==> config.mk <==
export PLATFORM = sky130hd
export DESIGN_NAME = regfile_mp
export DESIGN_NICKNAME = d
export VERILOG_FILES = /design/src/rtl/regfile_mp.sv
export SDC_FILE = /design/constraint.sdc
export NUM_CORES = 2
export LEC_CHECK = 0
export CAP_MARGIN = 25
export CORE_MARGIN = 2
export CORE_UTILIZATION = 40
export DETAILED_ROUTE_END_ITERATION = 6
export PLACE_DENSITY = 0.64
export SLEW_MARGIN = 20
export SYNTH_ARGS = -nofsm -noshare
export SYNTH_HDL_FRONTEND = slang
export SYNTH_SLANG_ARGS = --single-unit
==> constraint.sdc <==
create_clock -name clk_i -period 5.7 [get_ports clk_i]
set_input_delay 0.57 -clock clk_i [delete_from_list [all_inputs] [get_ports clk_i]]
set_output_delay 0.57 -clock clk_i [all_outputs]
set_load 0.01 [all_outputs]
==> src/rtl/regfile_mp.sv <==
// regfile_mp: general-purpose register file for the ID stage, with a
// producer scoreboard.
//
// Register 0 always reads as zero and cannot be written. When BYPASS=1, a
// write in the current cycle is forwarded to any read port that addresses
// the same register. The scoreboard keeps one busy bit per register: an
// issue sets the bit for its destination, and a writeback clears it.
//
// Ports:
//   clk_i        clock; all state changes on the rising edge
//   rst_i        synchronous reset, active low; also forces read outputs to 0
//   rdaddr_i     NUM_RD packed read addresses; port k at [k*ADDR_W +: ADDR_W]
//   rddata_o     NUM_RD packed read data; port k at [k*DATA_W +: DATA_W]
//   rdbusy_o     per-port flag: the operand has a pending producer
//   regwrite_i   writeback enable
//   wraddr_i     writeback address
//   wrdata_i     writeback data
//   issue_i      an instruction with a destination issued this cycle
//   issueaddr_i  destination of the issued instruction
//   busy_o       raw scoreboard vector; bit n is set while register n is busy
module regfile_mp #(
  parameter int DATA_W = 32,
  parameter int ADDR_W = 5,
  parameter int NUM_RD = 2,
  parameter int BYPASS = 1
) (
  input  logic                     clk_i,
  input  logic                     rst_i,
  input  logic [NUM_RD*ADDR_W-1:0] rdaddr_i,
  output logic [NUM_RD*DATA_W-1:0] rddata_o,
  output logic [NUM_RD-1:0]        rdbusy_o,
  input  logic                     regwrite_i,
  input  logic [ADDR_W-1:0]        wraddr_i,
  input  logic [DATA_W-1:0]        wrdata_i,
  input  logic                     issue_i,
  input  logic [ADDR_W-1:0]        issueaddr_i,
  output logic [(1<<ADDR_W)-1:0]   busy_o
);

  localparam int DEPTH = 1 << ADDR_W;

  logic [DATA_W-1:0] regs [DEPTH];
  logic [DEPTH-1:0]  busy;
  logic [DEPTH-1:0]  busy_next;
  logic              wr_en;

  // Writes to register 0 are dropped here, so reg[0] keeps its reset value.
  assign wr_en = regwrite_i && (wraddr_i != '0);

  // Scoreboard update. The issue is applied after the clear, so a new
  // producer wins over the writeback of an older one.
  always_comb begin
    busy_next = busy;
    if (regwrite_i) busy_next[wraddr_i] = 1'b0;
    if (issue_i)    busy_next[issueaddr_i] = 1'b1;
    busy_next[0] = 1'b0;
  end

  always_ff @(posedge clk_i) begin
    if (!rst_i) begin
      for (int n = 0; n < DEPTH; n++) regs[n] <= '0;
      busy <= '0;
    end else begin
      if (wr_en) regs[wraddr_i] <= wrdata_i;
      busy <= busy_next;
    end
  end

  assign busy_o = busy;

  for (genvar k = 0; k < NUM_RD; k++) begin : g_rd
    logic [ADDR_W-1:0] addr;
    logic              wr_hit;
    logic              iss_hit;

    assign addr    = rdaddr_i[k*ADDR_W +: ADDR_W];
    assign wr_hit  = (BYPASS != 0) && regwrite_i && (wraddr_i == addr);
    assign iss_hit = issue_i && (issueaddr_i == addr);

    always_comb begin
      rddata_o[k*DATA_W +: DATA_W] = regs[addr];
      if (wr_hit) rddata_o[k*DATA_W +: DATA_W] = wrdata_i;
      if (addr == '0 || !rst_i) rddata_o[k*DATA_W +: DATA_W] = '0;
    end

    // Forwarded data is valid, so no stall is needed. The exception is a
    // simultaneous issue to the same register: it makes the register busy again.
    always_comb begin
      rdbusy_o[k] = busy[addr];
      if (wr_hit && !iss_hit) rdbusy_o[k] = 1'b0;
      if (!rst_i) rdbusy_o[k] = 1'b0;
    end
  end

endmodule

==> impl_metrics.ini <==
[flow_run]
cap_violations = 0

[timing]
fin_tns_setup_ns = 0
fmax_mhz = 217
rsz0062_at_grt = no
final-setup-viol-count = 0
finalCritPeriodShare = 0.807
worst_pin_slew_ns = 1.15
period_needed_ns = 4.60
slew_headroom = 0.234
hold_slack_ns = 0.242
finalHoldViolations = 0
clock_skew_ns = 0
maxSlewViolCount = 0

[floorplan]
fp.dieH_um = 381
core_area_um2 = 141000
die-area_um2 = 145000
ioPinCount = 154
rows = 138
die_width_um = 381
start_util = 0.402

[final_layout]
final_util = 0.460
fin_area_um2 = 65000
instances_no_fill = 6060
final_common_cell = edfxtp_1
drive_gt1_frac = 0.200
layout_common_cells = edfxtp_1 (1,024), and2_1 (992), mux4_2 (403)
num-nets-final = 4122
syn_to_final_growth_pct = 14.3

[placement]
place_area_um2 = 61300
placed_cells_incl_taps = 5837
numPortBuffers = 152
gp_congestion = 0.858
dpl.hpwl_um = 122000

[grt]
gr-total-overflow = 0
met3_usage = 0.0593
track_usage = 0.275
grt_use_met2 = 0.433
antenna_found_initial = 22
gr-max-usage-layer = met2
grt_max_degree = 94
grt_pass1_wl_um = 286000
gr-usage-met1 = 0.371
first_global_vias = 38009

[critical_path]
worstPathMaxFanout = 19
critPathLaunch = wraddr_i[2]
timing.rr.start = busy_o[18]
critPathCaptureType = output pin
worstSetupPathType = in -> out
timing.rr.end = busy_o[18]
required_ns = 5.13
crit_arrival_ns = 4.03
reg2regPathDepth = 2
worstSetupStartpointType = input port
rrSetupSlack_ns = 4.90

[routing]
vias = 38752
drt_iter0_drc = 5536
wl_per_cell_um = 33.5
wirelength_um = 203000
drtPass1Iterations = 6
vias_per_cell = 6.39
postRouteAntennaNets = 0
drc = 0

[synth]
synth.distinct_cells = 49
synth_top_area_cell = edfxtp_1
syn_avg_cell_area_um2 = 14.1
post-synth-top-area-fraction = 0.540
synth_edf_count = 1024
syn_inst = 4039
syn_area_um2 = 56900
synth-seq-cells = 1055
ys_seq_area_frac = 0.551
synth_area_leaders = edfxtp_1 (54%), mux4_2 (16%), and2_1 (11%)
ys_async_sr_fraction = 0
yosysWarnings = 0
ys_dominant_reg_cell = edfxtp_1

[power]
ir_drop_mv = 0.224
power_density_nw_per_um2 = 292
power_leakage_uw = 0.0223

[clocking]
hold_buffers = 0
postCtsSetupRepairBufs = 0
clkLatencyLatePin_ns = 0.75
cts-buffers-inserted = 114
clock_sinks = 1055
cts_resized = 0
cts-htree-levels = 3
clockRootBuffer = clkbuf_16
cts_max_path_buffers = 3
cts_tree = done
path_clk_slew_ns = 0.06

[worst_hold_path]
hold_path_class = in -> reg
hold_end = busy_o[14]
hp-start = rst_i
min_delay_path_depth = 3

[status]
status = finished, final reports clean
-- layout make-up --
| cell class | instances | area [µm²] |
|---|---|---|
| multi-input combinational | 2557 | 24200 |
| clock inverter | 80 | 648 |
| antenna | 8 | 20.0 |
| fill | 12213 | 76400 |
| inverter | 7 | 28.8 |
| tap | 1890 | 2360 |
| sequential | 1055 | 31400 |
| timing repair buffer | 331 | 3380 |
| clock buffer | 132 | 2980 |
-- metrics by stage --
| stage | setup slack (ns) | total power, µW |
|---|---|---|
| after global routing | 0.930 | 19400 |
| after detailed placement | 1.18 | 11600 |
| after CTS | 1.18 | 18900 |
| after global placement | 1.16 | 11600 |
| after floorplan | 1.49 | 10700 |
| final | 1.10 | 19000 |
-- synth_stat cells, drive strengths merged, types with 2 or more instances --
master  instances
nor2           51
and3            4
a32o            9
nor3b           4
a221o          31
o21ai          96
dfxtp          31
and2          993
nand2         119
and3b           2
nand3          23
nor4            3
a22oi          71
xnor2           8
edfxtp       1024
a311oi         23
a211oi         53
and2b           4
nor3            5
o221ai         32
mux2i         262
a221oi         63
mux4          403
nor2b          30
nand3b          8
buf           136
a31oi          35
o22ai          31
inv             6
a21oi          91
or3b            3
a22o           46
clkbuf        316
xor2           12
nand4           2
-- report_power, final --
| part | switching [µW] | total [µW] | internal [µW] |
|---|---|---|---|
| Sequential | 224 | 9150 | 8920 |
| Clock | 3210 | 7410 | 4210 |
| Combinational | 1410 | 2390 | 983 |
-- per-layer routing --
| metal | wire, µm | vias up |
|---|---|---|
| met5 | 29 | - |
| met4 | 9440 | 4 |
| met3 | 22400 | 536 |
| met2 | 94300 | 2631 |
| met1 | 76700 | 19975 |
| li1 | - | 15606 |
-- state kept, by name, indices dropped and copies added, names as in the netlist --
name and cells:
busy_o 31, regs 1024
-- worst max-delay path by stage --
stage	end	slack, ns
final	rddata_o[7]	1.10
after global routing	rddata_o[7]	0.93
after CTS	rddata_o[7]	1.18
after detailed placement	rddata_o[7]	1.18
after global placement	rddata_o[7]	1.16
after floorplan	regs[4][0]	1.49
-- cells by family after synthesis --
| family | after synthesis | share of synthesized area |
|---|---|---|
| and+or+nand+nor | 1254 | 0.130 |
| muxes | 666 | 0.206 |
| DFF | 1055 | 0.551 |
| xor gates and xnor gates | 20 | 0.00308 |
| buffers and inverters | 459 | 0.0364 |
| other | 1 | 0.0000659 |
| AOI/OAI and AO/OA | 584 | 0.0728 |
-- critical path, cell delays in order --
cell and delay (ns):
clkdlybuf4s50_1 0.61, xor2_1 0.23, nor4_1 0.30, nand3_1 0.34, nor2_4 0.65, buf_12 0.29, a32o_1 0.40, clkdlybuf4s50_1 0.61
Note: power is estimated with default switching activity, not from simulation.
==> RTL change (same flow settings) <==
The parameter `BYPASS` goes from 1 to 0. Comments in the files are not updated.
--- a/src/rtl/regfile_mp.sv
+++ b/src/rtl/regfile_mp.sv
@@ -23,5 +23,5 @@
   parameter int ADDR_W = 5,
   parameter int NUM_RD = 2,
-  parameter int BYPASS = 1
+  parameter int BYPASS = 0
 ) (
   input  logic                     clk_i,
Function: not settled (the Yosys comparison gave no result); the edit may change what the design does.
==> RTL change against the original RTL <==
Critical path type unchanged; cell count decreased by 4.6%; clock power rose by 3%; worst setup slack improved by 100 ps; area after synthesis shrank 0.87%; largest power group unchanged; power increased by 1.2%; cell area shrank 0.49%; combinational power grew 3%; clock skew did not move; worst hold slack better by 260 ps; register-to-register slack hardly changed; wire length shrank 3.7%; sequential cell count stayed put; critical endpoint is now rddata_o[20]; sequential share of layout area rose by 0.24 points.
==> RTL change: results (changes against the original RTL) <==
Worst-skew pair later-pin latency -> 740 ps
Top Family by Delay on Critical Path -> buffers and inverters (unchanged)
Routing usage on met1 -> 35.8% (was 37.1%)
Cts bufs inserted -> 111 (was 114)
Via density per instance -> 6.27 (was 6.39)
H-tree levels -> 3 (unchanged)
First-pass GRT wire length -> 275000 um (was 286000 um)
Resize count post-CTS -> 0 (unchanged)
Asr flop ratio synth -> 0% (unchanged)
Clock Skews -> 0 ps (unchanged)
Final HPWL DP -> 120000 um (was 122000 um)
Nets -> 3873 (was 4122)
Biggest register -> regs (unchanged)
Netlist cell types -> 45 (was 49)
Buffers on Ports -> 152 (unchanged)
Max FFs per register -> 1024 (unchanged)
Pre-antenna DRT Iters -> 6 (unchanged)
Critical-path top delay cell -> and3_2 (was nor2_4)
Clock-pin slew on the worst setup and hold paths -> 70 ps
Global Route Usage Sum -> 26.8% (was 27.5%)
Antenna violations before repair -> 20 (was 22)
Final Non-Filler Cells -> 5782 (was 6060)
Cell leakage power -> 22.2 nW (was 22.3 nW)
Share of cells above drive strength 1 -> 23.7% (was 20.0%)
Root Buffer -> clkbuf_16 (unchanged)
Critical path arrival -> 3930 ps (was 4030 ps)
Worst IR drop on VDD -> 0.000243 V (was 0.000224 V)
GP Congestion -> 0.900 (was 0.858)
Top cells by count, synth -> edfxtp_1 (1024), and2_1 (993), mux4_2 (504) (was edfxtp_1 (1024), and2_1 (993), mux4_2 (403))
Min-delay worst type -> primary input to flop (unchanged)
Slowest stage delay, CP -> 890 ps (was 650 ps)
EDFF count, synth -> 1024 (unchanged)
CP max FO -> 70 (was 19)
Maximum root-to-sink buffer count -> 3 (unchanged)
Initial DRC count -> 5112 (was 5536)
Post CTS Setup Buffer Count -> 0 (unchanged)
Rel. slew slack -> 25.6% (was 23.4%)
Vias in the first global route -> 36200 (was 38000)
Top_reg_cell synth -> edfxtp_1 (unchanged)
Synth Warn # -> 0 (unchanged)
Top cells by area, synth -> edfxtp_1 (55%), mux4_2 (20%), and2_1 (11%) (was edfxtp_1 (54%), mux4_2 (16%), and2_1 (11%))
Fill cell count -> 12000 (was 12200)
Dpl cells -> 5566 (was 5837)
Status -> finished, final reports clean (unchanged)
Largest net degree at the start of global routing -> 89 (was 94)
Post-Syn Area per Cell -> 15.0 um2 (was 14.1 um2)
Met2 usage -> 42.1% (was 43.3%)
Sequential area share after synthesis -> 55.6% (was 55.1%)
M3 GR Usage -> 6.82% (was 5.93%)
Average wire per standard cell -> 33.8 um (was 33.5 um)
[RTL change: cell count changes in the layout (fill, tap and decap cells not counted), sizes merged, moves of 32 or more]
cell    change
mux4      +101
nand2      -55
a221oi     -53
a211oi     -52
nor2       +52
a22o       -46
o211ai     +40
a21oi      -35
a31oi      -35
o21a       +32
o221ai     -32
[RTL change: final cells by class]
| class | count | area share, % |
|---|---|---|
| Antenna cell | 6 | 0.0232 |
| Clock buffer | 133 | 4.52 |
| Clock inverter | 63 | 1.23 |
| Inverter | 1 | 0.00967 |
| Multi-Input combinational cell | 2332 | 37.0 |
| Sequential cell | 1055 | 48.5 |
| Tap cell | 1876 | 3.63 |
| Timing Repair Buffer | 316 | 5.08 |
[RTL change: final timing paths]
check | startpoint | end | slack, ps | depth (start not counted)
setup / recovery | rdaddr_i[1] | rddata_o[20] | 1200 | 7
hold / removal | wrdata_i[9] | regs[24][9] | 510 | 2
setup reg to reg | busy_o[6] | busy_o[6] | 4890 | 2
hold reg to reg | busy_o[30] | busy_o[30] | 530 | 2
[RTL change: report_power, final]
group / internal, mW / switching (mW)
registers: 8.92 / 0.224
clock network: 4.40 / 3.20
logic: 1.04 / 1.41
total: 14.4 / 4.83
[RTL change: stage by stage]
| stage | setup WS [ps] | hold slack (ps) | area (um2) | util (%) |
|---|---|---|---|---|
| floorplan | 1720 | 517 | 56500 | - |
| finish | 1200 | 507 | 64700 | 46.3 |
| CTS | 1310 | 469 | 64500 | 46.2 |
| detailed placement | 1310 | 526 | 60800 | 43.5 |
| global placement | 1150 | 511 | 60400 | 43.2 |
| global route | 1220 | 509 | 64700 | 46.3 |
[RTL change: per-layer routing]
metal / vias to the layer above / part of all wire, %
met3: 443 / 11
met1: 18900 / 37
li1: 14500 / -
met4: 20 / 4.2
met2: 2362 / 47
met5: - / 0.064
[RTL change: cell families (layout without fill, tap and decap cells)]
kind of cell / after synthesis / in the layout / synth area share, %
buffers and inverters: 401 / 513 / 3.27
and+or+nand+nor: 1246 / 1246 / 13.1
other: 1 / 39 / 0.00665
DFF: 1055 / 1055 / 55.6
AOI/OAI and AO/OA: 306 / 306 / 3.54
muxes: 747 / 747 / 24.4
